===== src/rtl/cp0_pkg.sv =====
// rtl/cp0_pkg.sv - CP0 register numbers, ExcCodes and Status/Cause bit positions
package cp0_pkg;

  // CP0 register numbers as seen by MFC0/MTC0
  localparam logic [4:0] CP0_BADVADDR = 5'd8;
  localparam logic [4:0] CP0_COUNT    = 5'd9;
  localparam logic [4:0] CP0_COMPARE  = 5'd11;
  localparam logic [4:0] CP0_STATUS   = 5'd12;
  localparam logic [4:0] CP0_CAUSE    = 5'd13;
  localparam logic [4:0] CP0_EPC      = 5'd14;
  localparam logic [4:0] CP0_PRID     = 5'd15;
  localparam logic [4:0] CP0_CONFIG   = 5'd16;

  // ExcCode values
  localparam logic [4:0] EXC_INT  = 5'd0;
  localparam logic [4:0] EXC_ADEL = 5'd4;
  localparam logic [4:0] EXC_ADES = 5'd5;
  localparam logic [4:0] EXC_SYS  = 5'd8;
  localparam logic [4:0] EXC_BP   = 5'd9;
  localparam logic [4:0] EXC_RI   = 5'd10;
  localparam logic [4:0] EXC_OV   = 5'd12;

  // Status comes out of reset with only BEV set
  localparam logic [31:0] STATUS_RESET = 32'h0040_0000;

  // Status bit positions
  localparam int ST_IE    = 0;
  localparam int ST_EXL   = 1;
  localparam int ST_IM_LO = 8;
  localparam int ST_IM_HI = 15;
  localparam int ST_BEV   = 22;

  // Cause bit positions
  localparam int CA_EXC_LO = 2;
  localparam int CA_EXC_HI = 6;
  localparam int CA_IP_LO  = 8;
  localparam int CA_IP_HI  = 15;
  localparam int CA_TI     = 30;
  localparam int CA_BD     = 31;

  // Address-error exceptions are the only ones that capture BadVAddr
  function automatic logic is_addr_exc(input logic [4:0] code);
    return (code == EXC_ADEL) || (code == EXC_ADES);
  endfunction

endpackage


===== src/rtl/cp0_timer.sv =====
// rtl/cp0_timer.sv - Count/Compare timer with prescaler; TI only when CP0_TIMER_INT_EN is defined
module cp0_timer #(
  parameter int COUNT_DIV = 2
) (
  input  logic        clk,
  input  logic        rst,
  input  logic        count_we,
  input  logic        compare_we,
  input  logic [31:0] wdata,
  output logic [31:0] count,
  output logic [31:0] compare,
  output logic        ti
);

  localparam int            PW        = (COUNT_DIV > 1) ? $clog2(COUNT_DIV) : 1;
  localparam logic [PW-1:0] PRESC_MAX = PW'(COUNT_DIV - 1);

  logic [PW-1:0] presc;
  logic          tick;
  logic [31:0]   count_nx;

  assign tick = (presc == PRESC_MAX);

  // Next Count value: a software load beats the prescaled increment
  always_comb begin
    count_nx = count;
    if (count_we) begin
      count_nx = wdata;
    end else if (tick) begin
      count_nx = count + 32'd1;
    end
  end

  // Prescaler restarts on wrap and on any software load of Count
  always_ff @(posedge clk or posedge rst) begin
    if (rst) begin
      presc <= '0;
    end else if (count_we || tick) begin
      presc <= '0;
    end else begin
      presc <= presc + PW'(1);
    end
  end

  // Count register
  always_ff @(posedge clk or posedge rst) begin
    if (rst) begin
      count <= '0;
    end else begin
      count <= count_nx;
    end
  end

  // Compare register
  always_ff @(posedge clk or posedge rst) begin
    if (rst) begin
      compare <= '0;
    end else if (compare_we) begin
      compare <= wdata;
    end
  end

`ifdef CP0_TIMER_INT_EN
  // TI rises when Count moves onto Compare; any Compare write acknowledges it
  always_ff @(posedge clk or posedge rst) begin
    if (rst) begin
      ti <= 1'b0;
    end else if (compare_we) begin
      ti <= 1'b0;
    end else if ((count_nx != count) && (count_nx == compare)) begin
      ti <= 1'b1;
    end
  end
`else
  assign ti = 1'b0;
`endif

endmodule


===== src/rtl/cp0_ctrl.sv =====
// rtl/cp0_ctrl.sv - MIPS32 CP0 register block, exception/ERET and interrupt request; option CP0_TIMER_INT_EN
module cp0_ctrl
  import cp0_pkg::*;
#(
  parameter int          HW_INT_NUM = 6,
  parameter int          COUNT_DIV  = 2,
  parameter logic [31:0] PRID_VAL   = 32'h0001_8000,
  parameter logic [31:0] CONFIG_VAL = 32'h0000_8000
) (
  input  logic                  clk,
  input  logic                  rst,
  input  logic [HW_INT_NUM-1:0] hw_int,
  input  logic                  mtc0_we,
  input  logic [4:0]            mtc0_addr,
  input  logic [31:0]           mtc0_wdata,
  input  logic [4:0]            mfc0_addr,
  output logic [31:0]           mfc0_rdata,
  input  logic                  exc_valid,
  input  logic [4:0]            exc_code,
  input  logic                  exc_bd,
  input  logic [31:0]           exc_pc,
  input  logic [31:0]           exc_badvaddr,
  input  logic                  eret,
  output logic                  int_req,
  output logic                  exl_out,
  output logic [31:0]           epc_out
);

  logic [7:0]  status_im;
  logic        status_exl;
  logic        status_ie;
  logic        cause_bd;
  logic [4:0]  cause_exc;
  logic [1:0]  cause_ip_sw;
  logic [5:0]  ip_hw;
  logic [5:0]  hw_ext;
  logic [7:0]  ip;
  logic [31:0] epc;
  logic [31:0] badvaddr;
  logic [31:0] count;
  logic [31:0] compare;
  logic        ti;
  logic [31:0] status_rd;
  logic [31:0] cause_rd;

  // MTC0 strobes after priority filtering: exceptions own Status/Cause/EPC,
  // ERET owns Status; Count and Compare are never touched by either
  logic wr_status, wr_cause, wr_epc, wr_count, wr_compare;
  assign wr_status  = mtc0_we && (mtc0_addr == CP0_STATUS) && !exc_valid && !eret;
  assign wr_cause   = mtc0_we && (mtc0_addr == CP0_CAUSE)  && !exc_valid;
  assign wr_epc     = mtc0_we && (mtc0_addr == CP0_EPC)    && !exc_valid;
  assign wr_count   = mtc0_we && (mtc0_addr == CP0_COUNT);
  assign wr_compare = mtc0_we && (mtc0_addr == CP0_COMPARE);

  // Unused hardware lines are zero-extended so their IP bits read 0
  assign hw_ext = 6'(hw_int);

  cp0_timer #(
    .COUNT_DIV (COUNT_DIV)
  ) u_timer (
    .clk        (clk),
    .rst        (rst),
    .count_we   (wr_count),
    .compare_we (wr_compare),
    .wdata      (mtc0_wdata),
    .count      (count),
    .compare    (compare),
    .ti         (ti)
  );

  // Status: exception sets EXL, ERET clears it, otherwise MTC0 writes IM/EXL/IE
  always_ff @(posedge clk or posedge rst) begin
    if (rst) begin
      status_im  <= STATUS_RESET[ST_IM_HI:ST_IM_LO];
      status_exl <= STATUS_RESET[ST_EXL];
      status_ie  <= STATUS_RESET[ST_IE];
    end else if (exc_valid) begin
      status_exl <= 1'b1;
    end else if (eret) begin
      status_exl <= 1'b0;
    end else if (wr_status) begin
      status_im  <= mtc0_wdata[ST_IM_HI:ST_IM_LO];
      status_exl <= mtc0_wdata[ST_EXL];
      status_ie  <= mtc0_wdata[ST_IE];
    end
  end

  // Cause ExcCode/BD on exception entry; BD only on the first (non-nested) entry
  always_ff @(posedge clk or posedge rst) begin
    if (rst) begin
      cause_exc <= '0;
      cause_bd  <= 1'b0;
    end else if (exc_valid) begin
      cause_exc <= exc_code;
      if (!status_exl) begin
        cause_bd <= exc_bd;
      end
    end
  end

  // Software interrupt bits IP[1:0]
  always_ff @(posedge clk or posedge rst) begin
    if (rst) begin
      cause_ip_sw <= '0;
    end else if (wr_cause) begin
      cause_ip_sw <= mtc0_wdata[CA_IP_LO+1:CA_IP_LO];
    end
  end

  // Hardware interrupt lines are sampled every cycle
  always_ff @(posedge clk or posedge rst) begin
    if (rst) begin
      ip_hw <= '0;
    end else begin
      ip_hw <= hw_ext;
    end
  end

  // EPC: held while already in exception level so the outer return point survives
  always_ff @(posedge clk or posedge rst) begin
    if (rst) begin
      epc <= '0;
    end else if (exc_valid) begin
      if (!status_exl) begin
        epc <= exc_bd ? (exc_pc - 32'd4) : exc_pc;
      end
    end else if (wr_epc) begin
      epc <= mtc0_wdata;
    end
  end

  // BadVAddr captures only on address-error exceptions
  always_ff @(posedge clk or posedge rst) begin
    if (rst) begin
      badvaddr <= '0;
    end else if (exc_valid && is_addr_exc(exc_code)) begin
      badvaddr <= exc_badvaddr;
    end
  end

  // IP[7] merges the timer with the top hardware line
  assign ip = {ip_hw[5] | ti, ip_hw[4:0], cause_ip_sw};

  // Assemble architectural Status and Cause views
  always_comb begin
    status_rd                    = '0;
    status_rd[ST_BEV]            = 1'b1;
    status_rd[ST_IM_HI:ST_IM_LO] = status_im;
    status_rd[ST_EXL]            = status_exl;
    status_rd[ST_IE]             = status_ie;
    cause_rd                     = '0;
    cause_rd[CA_BD]              = cause_bd;
    cause_rd[CA_TI]              = ti;
    cause_rd[CA_IP_HI:CA_IP_LO]  = ip;
    cause_rd[CA_EXC_HI:CA_EXC_LO] = cause_exc;
  end

  // MFC0 read mux; unmapped numbers read zero
  always_comb begin
    mfc0_rdata = '0;
    case (mfc0_addr)
      CP0_BADVADDR: mfc0_rdata = badvaddr;
      CP0_COUNT:    mfc0_rdata = count;
      CP0_COMPARE:  mfc0_rdata = compare;
      CP0_STATUS:   mfc0_rdata = status_rd;
      CP0_CAUSE:    mfc0_rdata = cause_rd;
      CP0_EPC:      mfc0_rdata = epc;
      CP0_PRID:     mfc0_rdata = PRID_VAL;
      CP0_CONFIG:   mfc0_rdata = CONFIG_VAL;
      default:      mfc0_rdata = '0;
    endcase
  end

  assign int_req = (|(ip & status_im)) & status_ie & ~status_exl;
  assign exl_out = status_exl;
  assign epc_out = epc;

endmodule


===== config.mk =====
export PLATFORM = sky130hd
export DESIGN_NAME = cp0_ctrl
export DESIGN_NICKNAME = d
export VERILOG_FILES = /design/src/rtl/cp0_pkg.sv /design/src/rtl/cp0_timer.sv /design/src/rtl/cp0_ctrl.sv
export SDC_FILE = /design/constraint.sdc
export NUM_CORES = 1
export LEC_CHECK = 0
export ABC_AREA = 1
export CAP_MARGIN = 20
export CELL_PAD_IN_SITES_DETAIL_PLACEMENT = 1
export CELL_PAD_IN_SITES_GLOBAL_PLACEMENT = 2
export CORE_MARGIN = 2
export CORE_UTILIZATION = 31
export DETAILED_ROUTE_END_ITERATION = 8
export GPL_ROUTABILITY_DRIVEN = 0
export PLACE_DENSITY_LB_ADDON = 0.1
export SETUP_SLACK_MARGIN = 0.1
export SYNTH_ARGS = -nofsm -noshare
export SYNTH_HDL_FRONTEND = slang
export SYNTH_SLANG_ARGS = --single-unit
export TNS_END_PERCENT = 50

===== constraint.sdc =====
create_clock -name clk -period 15.4 [get_ports clk]
set_input_delay 3.08 -clock clk [delete_from_list [all_inputs] [get_ports clk]]
set_output_delay 3.08 -clock clk [all_outputs]
set_load 0.02 [all_outputs]

==> reports/qor.txt, run 1 <==
Tightest Pin Transition = 1010 ps
Hpwl dp = 28300 um
Cells on worst reg2reg path = 9
Fillers = 3535
Die height = 175 um
Critical path peak fanout = 25
Clock Sinks = 153
Clk_lat worst skew = 440 ps
Largest cells by area after synthesis = dfrtp_1 42%, nand2_1 16%, inv_1 5.7%
Hold buffer count at CTS = 0
Fin Clk Skew = 19.0 ps
TritonCTS clock tree = done
Final nets = 1524
Worst Setup SP = mfc0_addr[3]
Peak VDD IR = 0.0000884 V
Yosys warns = 0
Worst slew margin = 32.8%
Root Buffer = clkbuf_16
RSZ-0062 raised after global routing = no
Hold Crit Start = u_timer.compare[19]
Element type at the critical path end = output port
Register area share after synthesis = 42.3%
Post-CTS resize count = 0
Syn Nets = 1352
Fin crit period = 8960 ps
Fmax = 0.112 GHz
Most frequent cells in the layout = 379 x nand2_1, 188 x clkdlybuf4s50_1, 153 x dfrtp_1
GRT met2 Usage = 37.1%
Num CTS Buffers = 17
Syn_area_per_cell = 7.37 um2
Met1 Use GR = 36.6%
Post-synth ARST share = 100%
Die X = 175 um
Leakage Power = 5.27 nW
Slowest cell on crit path = clkdlybuf4s50_1
Initial core utilization = 31.5%
Register Area = 3830 um2
Initial antenna violation count = 0
Antenna cell count = 0
Worst Hold Depth = 2
Antenna-violating nets left = 0
Worst-path clk slew = 70 ps
Residual DRC = 0
Seq cells post-synth = 153
Ports = 189
Multi-input gate area = 4440 um2
Area leader, netlist = dfrtp_1
WL final = 36300 um
Routed vias = 9068
Finish-stage setup viols = 0
Row cnt = 62
Top-area cell type share of the netlist area = 42.3%
Post-Route Utilization = 41.4%
Setup TNS = 0 ps
Top Usage Layer GRT = met2
CP arrival = 5880 ps
1st-iter DRT viols = 615
Grt total ovfl = 0
Core area = 28700 um2
First-pass GRT wire length = 55900 um
Count of buffers from port buffering = 188
Pwr Density = 116 nW/um2
Worst Setup Path Type = input port to output port
Vias in the first global route = 9249
Final Hold Viols = 0
R2r startpoint = u_timer.count[1]
Share of layout cells above drive strength 1 = 7.15%
Status = completed
Slew Viols, Final = 0
Drt pass-1 iters = 5
Worst setup SP type = input port
Depth of the CTS H-tree = 4
Met3 GRT Util = 2.74%
Commonest non-fill, non-tap cell in the layout = nand2_1
DR WL/cell = 20.2 um
Synthesis-to-layout area growth = 31.3%
Period utilisation layout = 58.2%
Vias/cell = 5.05
Post-CTS Setup Bufs = 0
Die area = 30600 um2
Slowest Stage Delay on Critical Path = 630 ps
Number of flops mapped to enable cells by yosys = 0
Power Total = 1.38 mW
Longest Clk Path Bufs = 2
GRT Util Overall = 24.1%
WP data required = 12320 ps
Hold WC Path Type = flop to flop
Largest net degree at the start of global routing = 95
Mapped Area = 9050 um2
Cell variety after synth = 41
Max Cap Viol = 0
CP Cell Sequence = clkdlybuf4s50_1 > inv_1 > nor3_2 > nand2_1 > inv_1 > nand2_1 > nand4_1 > clkdlybuf4s50_1
Prevailing post-synth register cell = dfrtp_1
Post-synthesis cell count = 1227
power breakdown:
group	internal (mW)	total, mW	leakage, nW	switching [mW]
sequential	0.492	0.594	1.91	0.102
combinational	0.146	0.353	3.06	0.207
clock	0.235	0.432	0.294	0.197
total	0.873	1.38	5.27	0.506
cells by family after synthesis:
family                   count (synthesis)  synth area share (%)
AO/OA/AOI/OAI                          222                  14.4
XOR/XNOR                                17                  1.65
adder cells (fa/ha/maj)                  2                 0.277
buffers and inverters                  192                  8.63
flip-flops                             153                  42.3
multiplexers                            28                  3.49
AND/OR/NAND/NOR                        613                  29.3
flip-flops by register name, indices dropped and copies added (netlist names):
name and count:
epc_out 32, u_timer.compare 32, cause_exc 5, u_timer.count 32, cause_ip_sw 2, status_ie 1, badvaddr 32, ip_hw 6
status_im 8, exl_out 1, u_timer.presc 1, cause_bd 1
metrics by stage:
step	setup slack, ps	std cells	hold slack, ps	instance area, um2
after floorplan	8200	1227	442	9050
after global placement	6460	1762	467	11200
after detailed placement	6420	1762	475	11200
after CTS	6420	1794	491	11800
after global routing	6220	1796	519	11900
final	6440	1796	493	11900
worst max-delay path, delay by kind of cell:
kind	cells	cell delay, ps
buf+inv	4	1700
simple gates	4	1080
cells in the mapped netlist (all sizes together), types with 13 or more instances:
library cell / number
nor2: 119
o21ai: 87
buf: 26
nand2: 390
xor2: 16
a21oi: 60
nand3: 66
mux2: 28
o2111ai: 16
dfrtp: 153
nand4: 24
o22ai: 20
nor3: 13
inv: 147
clkbuf: 17
layer usage:
metal	wire [um]	part of all wire, %
met5	0	0
met2	16100	44
met3	1370	3.8
met1	18500	51
met4	372	1.0
path summary, 6_finish.rpt:
check	to	slack [ps]
setup reg to reg	u_timer.count[26]	13510
setup / recovery	mfc0_rdata[15]	6440
hold / removal	u_timer.compare[19]	490
min in group asynchronous	badvaddr[4]	3210
hold reg to reg	u_timer.compare[19]	490
max in group asynchronous	u_timer.count[16]	10790
layout make-up:
cell class	count	share of cell area [%]
clock buffer	18	3.70
clock inverter	14	1.26
timing repair buffer	196	16.6
inverter	149	4.77
multi-input combinational	882	37.4
tap	384	4.05
sequential	153	32.2
Note: power is estimated with default switching activity, not from simulation.
==> run 2: changes to the inputs <==
--- a/config.mk
+++ b/config.mk
@@ -10,7 +10,7 @@
 export CELL_PAD_IN_SITES_DETAIL_PLACEMENT = 1
 export CELL_PAD_IN_SITES_GLOBAL_PLACEMENT = 2
 export CORE_MARGIN = 2
-export CORE_UTILIZATION = 31
+export CORE_UTILIZATION = 26
 export DETAILED_ROUTE_END_ITERATION = 8
 export GPL_ROUTABILITY_DRIVEN = 0
 export PLACE_DENSITY_LB_ADDON = 0.1
==> constraint.sdc (replaced) <==
create_clock -name clk -period 8.2 [get_ports clk]
set_input_delay 1.64 -clock clk [delete_from_list [all_inputs] [get_ports clk]]
set_output_delay 1.64 -clock clk [all_outputs]
set_load 0.02 [all_outputs]
==> run 2 against run 1 <==
Worst setup slack worse by 4400 ps. Flip-flop and latch count unchanged. Register-to-register slack got worse by 7700 ps. Cell area up 1.0%. Non-clock buffer count fell by 2. Core utilization fell by 6.5 points. Power is 92% higher. Routed wire length increased by 5.8%. Sequential power rose by 87%. Largest power group unchanged.
==> reports/qor.txt, run 2 (same netlist as run 1, synthesis figures left out) <==
Status = completed (unchanged)
Cells on worst reg2reg path = 7 (was 9)
Hold WS = 482 ps (was 493 ps)
Commonest non-fill, non-tap cell in the layout = nand2_1 (unchanged)
Critical path peak fanout = 25 (unchanged)
Initial core utilization = 26.3% (was 31.5%)
Final nets = 1522 (was 1524)
Root Buffer = clkbuf_16 (unchanged)
Longest Clk Path Bufs = 2 (unchanged)
Residual DRC = 0 (unchanged)
Grt total ovfl = 0 (unchanged)
Initial antenna violation count = 1 (was 0)
Post-Route Utilization = 34.9% (was 41.4%)
DR WL/cell = 20.6 um (was 20.2 um)
Setup TNS = 0 ps (unchanged)
Cell Area, Placed = 11400 um2 (was 11200 um2)
Met3 GRT Util = 4.03% (was 2.74%)
Synthesis-to-layout area growth = 32.6% (was 31.3%)
Depth of the CTS H-tree = 4 (unchanged)
Worst Hold Depth = 2 (unchanged)
Final Cell Area = 12000 um2 (was 11900 um2)
Finish-stage setup viols = 0 (unchanged)
Pwr Density = 221 nW/um2 (was 116 nW/um2)
Antenna-violating nets left = 0 (unchanged)
Slew Viols, Final = 0 (unchanged)
Vias in the first global route = 9352 (was 9249)
Die area = 36300 um2 (was 30600 um2)
Worst slew margin = 30.0% (was 32.8%)
Post-CTS resize count = 0 (unchanged)
WP data required = 6560 ps (was 12320 ps)
Max Cap Viol = 0 (unchanged)
Die X = 191 um (was 175 um)
Count of buffers from port buffering = 188 (unchanged)
GRT Util Overall = 21.8% (was 24.1%)
Clk_lat worst skew = 440 ps (about the same)
Fin crit period = 6170 ps
Worst-path clk slew = 70 ps (about the same)
Peak VDD IR = 0.000139 V (was 0.0000884 V)
Hpwl dp = 29700 um (was 28300 um)
Power Total = 2.65 mW (was 1.38 mW)
Period utilisation layout = 75.2%
Met1 Use GR = 32.9% (was 36.6%)
Leakage Power = 5.27 nW (about the same)
Top Usage Layer GRT = met1 (was met2)
Drt pass-1 iters = 4 (was 5)
Antenna cell count = 0 (unchanged)
Fin Clk Skew = 14.4 ps (was 19.0 ps)
GRT met2 Usage = 32.1% (was 37.1%)
1st-iter DRT viols = 573 (was 615)
Post-CTS Setup Bufs = 0 (unchanged)
Ports = 189 (unchanged)
Post-route insts no fill = 1865 (was 1796)
Clock Sinks = 153 (unchanged)
Fmax = 0.162 GHz
Share of layout cells above drive strength 1 = 6.88% (was 7.15%)
Placed Cells = 1833 (was 1762)
Vias/cell = 4.84 (was 5.05)
Final Hold Viols = 0 (unchanged)
Element type at the critical path end = output port (unchanged)
Most frequent cells in the layout = 379 x nand2_1, 188 x clkdlybuf4s50_1, 153 x dfrtp_1 (unchanged)
Row cnt = 68 (was 62)
Worst Setup Path Type = input port to output port (unchanged)
TritonCTS clock tree = done (unchanged)
Worst setup SP type = input port (unchanged)
CP arrival = 4530 ps (was 5880 ps)
WL final = 38400 um (was 36300 um)
Routed vias = 9029 (was 9068)
Hold buffer count at CTS = 0 (unchanged)
Hold WC Path Type = flop to flop (unchanged)
First-pass GRT wire length = 58900 um (was 55900 um)
Largest net degree at the start of global routing = 96 (was 95)
Die height = 191 um (was 175 um)
RSZ-0062 raised after global routing = no (unchanged)
Tightest Pin Transition = 1050 ps (was 1010 ps)
Num CTS Buffers = 17 (unchanged)
Setup ws final = 2030 ps (was 6440 ps)
Place WS = 1980 ps (was 6420 ps)
Core area = 34400 um2 (was 28700 um2)
[run 2: metal layers]
layer,vias to the layer above,share of wire [%]
met2,194,43
met1,4463,51
li1,4349,-
met3,23,4.7
met5,-,0
met4,0,1.0
[run 2: layout make-up]
class / instances / area (um2)
clock buffer: 20 / 447
clock inverter: 12 / 198
fill: 4249 / 22400
inverter: 149 / 567
multi-input combinational: 882 / 4440
sequential: 153 / 3830
tap: 455 / 569
timing repair buffer: 194 / 1950
[run 2: critical path: stages]
cell and delay (ps):
clkdlybuf4s50_1 520, inv_1 80, nand2_1 80, inv_1 40
nand2_1 750, inv_1 440, nand2_1 170, nand4_1 190
clkdlybuf4s50_1 600
[run 2: final timing paths]
kind | from | endpoint | slack (ps)
setup / recovery | mfc0_addr[1] | mfc0_rdata[22] | 2030
hold / removal | cause_exc[2] | cause_exc[2] | 480
setup reg to reg | exl_out | epc_out[21] | 5810
hold reg to reg | cause_exc[2] | cause_exc[2] | 480
max in group asynchronous | rst | u_timer.compare[18] | 4970
min in group asynchronous | rst | badvaddr[9] | 1750
[run 2: power by group]
| part | switching (mW) | leakage, nW | internal [mW] | total (mW) |
|---|---|---|---|---|
| Combinational | 0.394 | 3.05 | 0.272 | 0.666 |
| Clock | 0.333 | 0.310 | 0.547 | 0.881 |
| Sequential | 0.182 | 1.91 | 0.926 | 1.11 |
| Total | 0.909 | 5.27 | 1.75 | 2.65 |
==> run 3: changes to the inputs <==
==> constraint.sdc (replaced) <==
create_clock -name clk -period 5.45 [get_ports clk]
set_input_delay 1.09 -clock clk [delete_from_list [all_inputs] [get_ports clk]]
set_output_delay 1.09 -clock clk [all_outputs]
set_load 0.02 [all_outputs]
==> run 3 against run 2 <==
Flip-flop and latch count is the same. Clock power grew 45%. Routed wire length about the same. Sequential share of layout area is essentially flat. Non-clock buffer count increased by 2. Worst setup slack lost 1200 ps. First-iteration DRC count fell by 0.35%. Register-to-register slack worse by 2700 ps. Global-route usage increased by 0.054 points. Clock skew shrank 3.4 ps. Critical path depth did not move. Worst hold slack better by 7.7 ps.
==> reports/qor.txt, run 3 (same netlist as run 1, synthesis figures left out) <==
Num CTS Buffers = 17 (unchanged)
Clk_lat worst skew = 450 ps (was 440 ps)
Count of buffers from port buffering = 188 (unchanged)
Worst Setup SP = mfc0_addr[0] (was mfc0_addr[1])
WP data required = 4360 ps (was 6560 ps)
Worst Hold Depth = 2 (unchanged)
Most frequent cells in the layout = 379 x nand2_1, 188 x clkdlybuf4s50_1, 153 x dfrtp_1 (unchanged)
Worst setup SP type = input port (unchanged)
Max Cap Viol = 0 (unchanged)
Hold WC Path Type = flop to flop (unchanged)
WL final = 38400 um (about the same)
Final nets = 1524 (was 1522)
Hold buffer count at CTS = 0 (unchanged)
Root Buffer = clkbuf_16 (unchanged)
Place WS = 794 ps (was 1980 ps)
Slowest cell on crit path = clkdlybuf4s50_1 (was nand2_1)
Share of layout cells above drive strength 1 = 7.08% (was 6.88%)
Leakage Power = 5.27 nW (about the same)
Post-route insts no fill = 1870 (was 1865)
Slew Viols, Final = 0 (unchanged)
GRT Util Overall = 21.9% (was 21.8%)
Fmax = 0.215 GHz
Final Hold Viols = 0 (unchanged)
Core area = 34400 um2 (unchanged)
Vias in the first global route = 9330 (was 9352)
Final Cell Area = 12000 um2 (about the same)
Placed Cells = 1835 (was 1833)
Cells on worst reg2reg path = 7 (unchanged)
CP arrival = 3560 ps (was 4530 ps)
Post-CTS Setup Bufs = 0 (unchanged)
Multi-input gate area = 4440 um2 (unchanged)
Hpwl dp = 30300 um (was 29700 um)
Post-CTS resize count = 0 (unchanged)
Worst Setup Path Type = input port to output port (unchanged)
Setup TNS = 0 ps (unchanged)
First-pass GRT wire length = 58700 um (was 58900 um)
Residual DRC = 0 (unchanged)
Setup ws final = 801 ps (was 2030 ps)
Pwr Density = 331 nW/um2 (was 221 nW/um2)
Ports = 189 (unchanged)
Status = completed (unchanged)
Metal2 WL = 16200 um (was 16500 um)
RSZ-0062 raised after global routing = no (unchanged)
Power Total = 3.97 mW (was 2.65 mW)
DR WL/cell = 20.5 um (was 20.6 um)
Die height = 191 um (unchanged)
Clock Sinks = 153 (unchanged)
Top Metal Used = met4 (unchanged)
Finish-stage setup viols = 0 (unchanged)
Register Area = 3830 um2 (unchanged)
Initial core utilization = 26.3% (unchanged)
Worst flop-to-flop path endpoint = epc_out[21] (unchanged)
Element type at the critical path end = output port (unchanged)
Tightest Pin Transition = 913 ps (was 1050 ps)
Worst-path clk slew = 70 ps (about the same)
Antenna-violating nets left = 0 (unchanged)
Die X = 191 um (unchanged)
Critical path peak fanout = 27 (was 25)
Post-Route Utilization = 34.9% (about the same)
R2r startpoint = exl_out (unchanged)
Longest Clk Path Bufs = 2 (unchanged)
Fillers = 4186 (was 4249)
Fin Clk Skew = 11.0 ps (was 14.4 ps)
TritonCTS clock tree = done (unchanged)
Family with the most delay on the worst path = buffers and inverters (unchanged)
Initial antenna violation count = 0 (was 1)
Die area = 36300 um2 (unchanged)
Drt pass-1 iters = 7 (was 4)
Worst slew margin = 38.9% (was 30.0%)
Row cnt = 68 (unchanged)
WHS Endpoint = u_timer.compare[14] (was cause_exc[2])
Grt total ovfl = 0 (unchanged)
Hold WS = 490 ps (was 482 ps)
CP Buf/Inv Count = 3 (was 5)
CP Cell Sequence = clkdlybuf4s50_1 > nor2_1 > nand2_1 > inv_2 > nand2_1 > o21ai_0 > a21oi_1 > nand3_1 > clkdlybuf4s50_1 (was clkdlybuf4s50_1 > inv_1 > nand2_1 > inv_1 > nand2_1 > inv_1 > nand2_1 > nand4_1 > clkdlybuf4s50_1)
Synthesis-to-layout area growth = 32.5% (was 32.6%)
Slowest Stage Delay on Critical Path = 640 ps (was 750 ps)
1st-iter DRT viols = 571 (was 573)
Fin crit period = 4650 ps
Commonest non-fill, non-tap cell in the layout = nand2_1 (unchanged)
Reg2Reg Setup Slack = 3060 ps (was 5810 ps)
Cell Area, Placed = 11400 um2 (about the same)
WL met1 = 20100 um (was 19700 um)
Depth of the CTS H-tree = 4 (unchanged)
Period utilisation layout = 85.3%
Vias/cell = 4.80 (was 4.84)
Largest net degree at the start of global routing = 86 (was 96)
Metal3 WL = 1350 um (was 1800 um)
Peak VDD IR = 0.000208 V (was 0.000139 V)
Hold Crit Start = u_timer.compare[14] (was cause_exc[2])
Routed vias = 8967 (was 9029)
[run 3: changes by cell type in the layout (fill, tap and decap cells not counted)]
cell / change
clkinv_4: +3
diode_2: +3
buf_4: +2
bufinv_16: -2
clkinv_2: -2
inv_6: +2
buf_12: +1
buf_16: -1
clkbuf_1: -1
clkbuf_8: +1
clkinvlp_4: -1
[run 3: worst max path at each step]
stage / cells past startpoint / slack, ps / end
floorplan: 1 / 240 / badvaddr[0]
global placement: 9 / 840 / mfc0_rdata[14]
detailed placement: 9 / 790 / mfc0_rdata[14]
CTS: 9 / 800 / mfc0_rdata[14]
global route: 9 / 550 / mfc0_rdata[14]
finish: 9 / 800 / mfc0_rdata[14]
[run 3: final cells by class]
type,count,area share (%)
inverter,149,4.73
clock buffer,20,3.81
tap,455,4.75
sequential,153,31.9
antenna,3,0.0626
multi-input combinational,882,37.1
clock inverter,12,1.37
timing repair buffer,196,16.3
[run 3: power by group]
group | leakage, nW | total (mW) | internal, mW | switching, mW
registers | 1.91 | 1.68 | 1.39 | 0.287
clock network | 0.301 | 1.28 | 0.750 | 0.526
logic | 3.06 | 1.01 | 0.411 | 0.600
total | 5.27 | 3.97 | 2.55 | 1.41
[run 3: worst min-delay path, cell delays in order (launching register included)]
cell     delay, ps
dfrtp_1        350
nand2_1         50
o21ai_0         60
[run 3: per-layer routing]
metal | GRT usage (%) | up-vias
met2 | 31.9 | 200
met4 | 6.38 | 0
met1 | 33.3 | 4369
met3 | 2.83 | 34
li1 | - | 4364
met5 | 0 | -
